--- src/rtl/pc_deser_pkg.sv ---
// Shared constants and types for the bit-sliced PC word deserializer.
package pc_deser_pkg;

  localparam int unsigned LANES  = 8;
  localparam int unsigned LANE_W = 8;
  localparam int unsigned WORD_W = LANES * LANE_W;

  localparam logic DIR_MSB_FIRST = 1'b1;
  localparam logic DIR_LSB_FIRST = 1'b0;

  typedef enum logic {
    IDLE    = 1'b0,
    COLLECT = 1'b1
  } asm_state_t;

endpackage

--- src/rtl/pc_lane_deser.sv ---
// One byte lane: serial bit shifted in per accepted beat, either order.
module pc_lane_deser
  import pc_deser_pkg::*;
#(
  parameter int unsigned W = pc_deser_pkg::LANE_W
) (
  input  logic         clk,
  input  logic         rst,
  input  logic         en,
  input  logic         dir,
  input  logic         sin,
  input  logic         clr,
  output logic [W-1:0] q
);

  // Shift register: clear on reset/flush, otherwise shift in on enable.
  always_ff @(posedge clk) begin
    if (rst || clr) begin
      q <= '0;
    end else if (en) begin
      if (dir == DIR_MSB_FIRST) q <= {q[W-2:0], sin};
      else                      q <= {sin, q[W-1:1]};
    end
  end

endmodule

--- src/rtl/pc_deser.sv ---
// Receive-side deserializer: LANES serial bits per beat, LANE_W beats per
// word, completed word handed off through a one-deep valid/ready register.
module pc_deser
  import pc_deser_pkg::*;
#(
  parameter  int unsigned LANES  = pc_deser_pkg::LANES,
  parameter  int unsigned LANE_W = pc_deser_pkg::LANE_W,
  localparam int unsigned WORD_W = LANES * LANE_W
) (
  input  logic              clk,
  input  logic              rst,
  input  logic              dir,
  input  logic              in_valid,
  input  logic [LANES-1:0]  lane_bits,
  output logic              in_ready,
  input  logic              flush,
  output logic              out_valid,
  input  logic              out_ready,
  output logic [WORD_W-1:0] word,
  output logic [2:0]        beat_cnt
);

  localparam logic [2:0] LAST = 3'(LANE_W - 1);

  asm_state_t              state;
  logic                    dir_lat;
  logic                    eff_dir;
  logic                    accept;
  logic                    complete;
  logic [LANE_W-1:0]       lane_q [LANES];
  logic [WORD_W-1:0]       asm_next;

  // Only the completing beat stalls, and only while the held word is not leaving.
  assign in_ready = !((beat_cnt == LAST) && out_valid && !out_ready);

  // A beat coinciding with flush is dropped.
  assign accept   = in_valid && in_ready && !flush;
  assign complete = accept && (beat_cnt == LAST);

  // First beat of a word uses the live dir; the rest use the latched copy.
  assign eff_dir  = (state == IDLE) ? dir : dir_lat;

  for (genvar k = 0; k < int'(LANES); k++) begin : g_lane
    pc_lane_deser #(.W(LANE_W)) u_lane (
      .clk (clk),
      .rst (rst),
      .en  (accept),
      .dir (eff_dir),
      .sin (lane_bits[k]),
      .clr (flush),
      .q   (lane_q[k])
    );

    // Lane value after the current beat, so the completing beat reaches the
    // output register in the same edge that accepts it.
    assign asm_next[k*LANE_W +: LANE_W] = (eff_dir == DIR_MSB_FIRST)
      ? {lane_q[k][LANE_W-2:0], lane_bits[k]}
      : {lane_bits[k], lane_q[k][LANE_W-1:1]};
  end

  // Assembly FSM: beat counter and dir latch.
  always_ff @(posedge clk) begin
    if (rst) begin
      state    <= IDLE;
      beat_cnt <= '0;
      dir_lat  <= DIR_LSB_FIRST;
    end else if (flush) begin
      state    <= IDLE;
      beat_cnt <= '0;
    end else if (accept) begin
      if (state == IDLE) dir_lat <= dir;
      if (beat_cnt == LAST) begin
        state    <= IDLE;
        beat_cnt <= '0;
      end else begin
        state    <= COLLECT;
        beat_cnt <= beat_cnt + 3'd1;
      end
    end
  end

  // Output register: a completing word wins over a draining handshake,
  // giving bubble-free back-to-back transfer.
  always_ff @(posedge clk) begin
    if (rst) begin
      out_valid <= 1'b0;
      word      <= '0;
    end else if (complete) begin
      out_valid <= 1'b1;
      word      <= asm_next;
    end else if (out_valid && out_ready) begin
      out_valid <= 1'b0;
    end
  end

endmodule

--- config.mk ---
export PLATFORM = sky130hd
export DESIGN_NAME = pc_deser
export DESIGN_NICKNAME = d
export VERILOG_FILES = /design/src/rtl/pc_deser_pkg.sv /design/src/rtl/pc_lane_deser.sv /design/src/rtl/pc_deser.sv
export SDC_FILE = /design/constraint.sdc
export NUM_CORES = 1
export LEC_CHECK = 0
export ABC_AREA = 1
export CAP_MARGIN = 15
export CORE_UTILIZATION = 56
export DETAILED_ROUTE_END_ITERATION = 8
export GPL_TIMING_DRIVEN = 0
export PLACE_DENSITY = 0.8
export SETUP_SLACK_MARGIN = 0.1
export SYNTH_ARGS = -nofsm -noshare
export SYNTH_HDL_FRONTEND = slang
export SYNTH_SLANG_ARGS = --single-unit
--- constraint.sdc ---
create_clock -name clk -period 1.8 [get_ports clk]
set_clock_uncertainty 0.2 [all_clocks]
set_input_delay 0.27 -clock clk [delete_from_list [all_inputs] [get_ports clk]]
set_output_delay 0.27 -clock clk [all_outputs]
set_load 0.005 [all_outputs]
==> results.yml <==
global_route:
  antenna_found_initial: 0
  grt_pass1_vias: 6247
  grt_max_degree: 17
  track_usage: 0.280
  grt-ovfl-total: 0
  grt_pass1_wl_mm: 28.0
clock_network:
  ctsHtreeMaxLevel: 4
  path_clk_slew_ns: 0.06
  worstSkewPairLatency_ns: 0.43
  numCtsBuffers: 17
  cts-root-buf: "clkbuf_16"
  cts_tree: "done"
  clkSinkCount: 134
  ctsHoldBuffers: 0
  cts_buffer_depth: 2
drt:
  ant_nets: 0
  vias_per_cell: 5.01
  dr.pass1.iters: 7
  wire_per_inst_um: 12.2
  routed_wl_mm: 16.3
  route.vias.total: 6688
  drt_iter0_drc: 438
  drcViolationCount: 0
yosys:
  synth_top_area_share: 0.404
  syn_area_per_cell_um2: 6.16
  ys_types: 18
  synth.top_cells.by_area: "dfxtp_1 40%, nand2_1 22%, inv_1 12%, nand3_1 9.7%, a21oi_1 5.1%"
  postSynthCellCount: 1077
  synth_area_um2: 6630
  synth_top_area_cell: "dfxtp_1"
  synth_seq_area_share: 0.404
  synth_nets: 1093
  yosys_register_bits: 134
  synth_warnings: 0
critical_path:
  crit_start: "beat_cnt[0]"
  startpoint_type: "flop"
  worstRegToRegCells: 8
  crit_path_end: "in_ready"
  crit_fanout: 3
  path_class: "flop to output port"
  regToRegSetupSlack_ns: 0.08
  cp.required_ns: 1.33
  cp-end-kind: "output port"
  worstPathArrival_ns: 1.31
  reg2reg_to: "word[22]"
  timing.rr.start: "beat_cnt[0]"
pwr:
  p_int_mw: 5.58
  pwr-share-seq: 0.413
  pwr-share-comb: 0.099
  power_mw: 7.34
  power_leakage_nw: 4.54
  power_density_nw_per_um2: 879
  ir_drop_mv: 0.636
  swShare: 0.240
  pwr-share-clk: 0.487
  switchingPower_mw: 1.76
finish:
  final_cell_mix: "391 x nand2_1, 205 x inv_1, 129 x dfxtp_1"
  diodes: 0
  syn_to_final_growth_pct: 25.9
  regArea_um2: 2690
  fillers: 972
  fin_cells: 1336
  mostFrequentLayoutCell: "nand2_1"
  design_area_um2: 8350
  final_core_util: 0.728
  drive_above_1_share: 0.0905
  multi_input_area_um2: 2850
  nets: 1196
floorplanning:
  io_pins: 83
  die_h_um: 111
  start_util: 0.578
  coreArea_um2: 11500
  row_count: 39
  die_w_um: 111
  dieArea_um2: 12300
timing:
  finalSetupViolations: 0
  finalHoldViolations: 0
  slew_violations: 0
  clock.fmax_mhz: 562
  period_needed_ns: 1.78
  whs_ns: 0.289
  post-route-period-util: 0.989
  relSlewSlack: 0.669
  worst_pin_slew_ns: 0.497
  worst_slack_ns: 0.0200
  tns_ns: 0
  rsz0062_at_grt: "true"
job:
  cap_viol_max_count: 0
placement:
  dp_cells: 1302
  io_buffers: 82
  gp_congestion: 0.831
  dpl_worst_slack_ns: -0.361
  placed_cell_area_um2: 7630
  dp.final_hpwl_mm: 11.0
hold_path:
  min_path_type: "primary input to flop"
outcome:
  status: "finished, final reports clean"
-- final cells by class --
type,count,share of cell area
well taps,143,0.0214
plain buffers,67,0.0571
inverters,208,0.0944
multi-input cells,668,0.341
clock inverters,9,0.0147
repair buffers,84,0.0900
flip-flops and latches,134,0.323
clock buffers,23,0.0584
-- registers in the layout, summed over array words and instances (netlist names) --
| name | cells |
|---|---|
| out_valid | 1 |
| word | 64 |
| state | 1 |
| dir_lat | 1 |
| beat_cnt | 3 |
| g_lane.u_lane.q | 64 |
-- power by group through the flow --
stage / Combinational [mW] / Sequential (mW) / Clock, mW
2_1_floorplan: 0.498 / 3.09 / 0
6_report: 0.729 / 3.03 / 3.58
3_5_place_dp: 0.674 / 3.10 / 0
4_1_cts: 0.693 / 3.03 / 3.59
5_1_grt: 0.817 / 3.04 / 3.74
3_3_place_gp: 0.667 / 3.10 / 0
-- synth_stat cells, drive strengths merged --
master and number:
dfxtp 134, o21ai 3, ha 2, clkbuf 11
nor2 71, buf 56, a21oi 67, nand3 130
inv 208, a21boi 1, nand2 394
-- logic make-up (layout without fill, tap and decap cells) --
| logic type | after synthesis | count (layout) | synth area share |
|---|---|---|---|
| adders and majority gates | 2 | 2 | 0.00377 |
| and+or+nand+nor | 595 | 595 | 0.363 |
| buffers and inverters | 275 | 391 | 0.175 |
| AOI/OAI and AO/OA | 71 | 71 | 0.0540 |
| DFF | 134 | 134 | 0.404 |
-- how the worst min path moves through the flow --
stage	startpoint	end	cells after the start	slack (ns)
after floorplan	rst	out_valid	1	0.14
after global placement	dir_lat	dir_lat	2	0.26
after detailed placement	dir_lat	dir_lat	2	0.27
after CTS	rst	out_valid	2	0.26
after global routing	dir_lat	dir_lat	2	0.32
final	rst	out_valid	2	0.29
-- critical path: stages, from the launching register on --
cell and delay, ns:
dfxtp_4 0.36, ha_4 0.16, ha_4 0.17, nand3_4 0.09, buf_6 0.10
-- what timing repair did --
item	CTS	global route
pin swaps	1	1
gates resized for setup	104	37
setup endpoints to repair	203	124
setup buffers	2	0
-- metal layers --
| metal | share of wire | track usage | up-vias | wire, µm |
|---|---|---|---|---|
| li1 | - | - | 3406 | - |
| met1 | 0.43 | 0.345 | 3022 | 6960 |
| met5 | 0 | 0 | - | 0 |
| met3 | 0.061 | 0.0541 | 34 | 999 |
| met2 | 0.49 | 0.475 | 226 | 8060 |
| met4 | 0.020 | 0.124 | 0 | 335 |
Note: power is estimated with default switching activity, not from simulation.
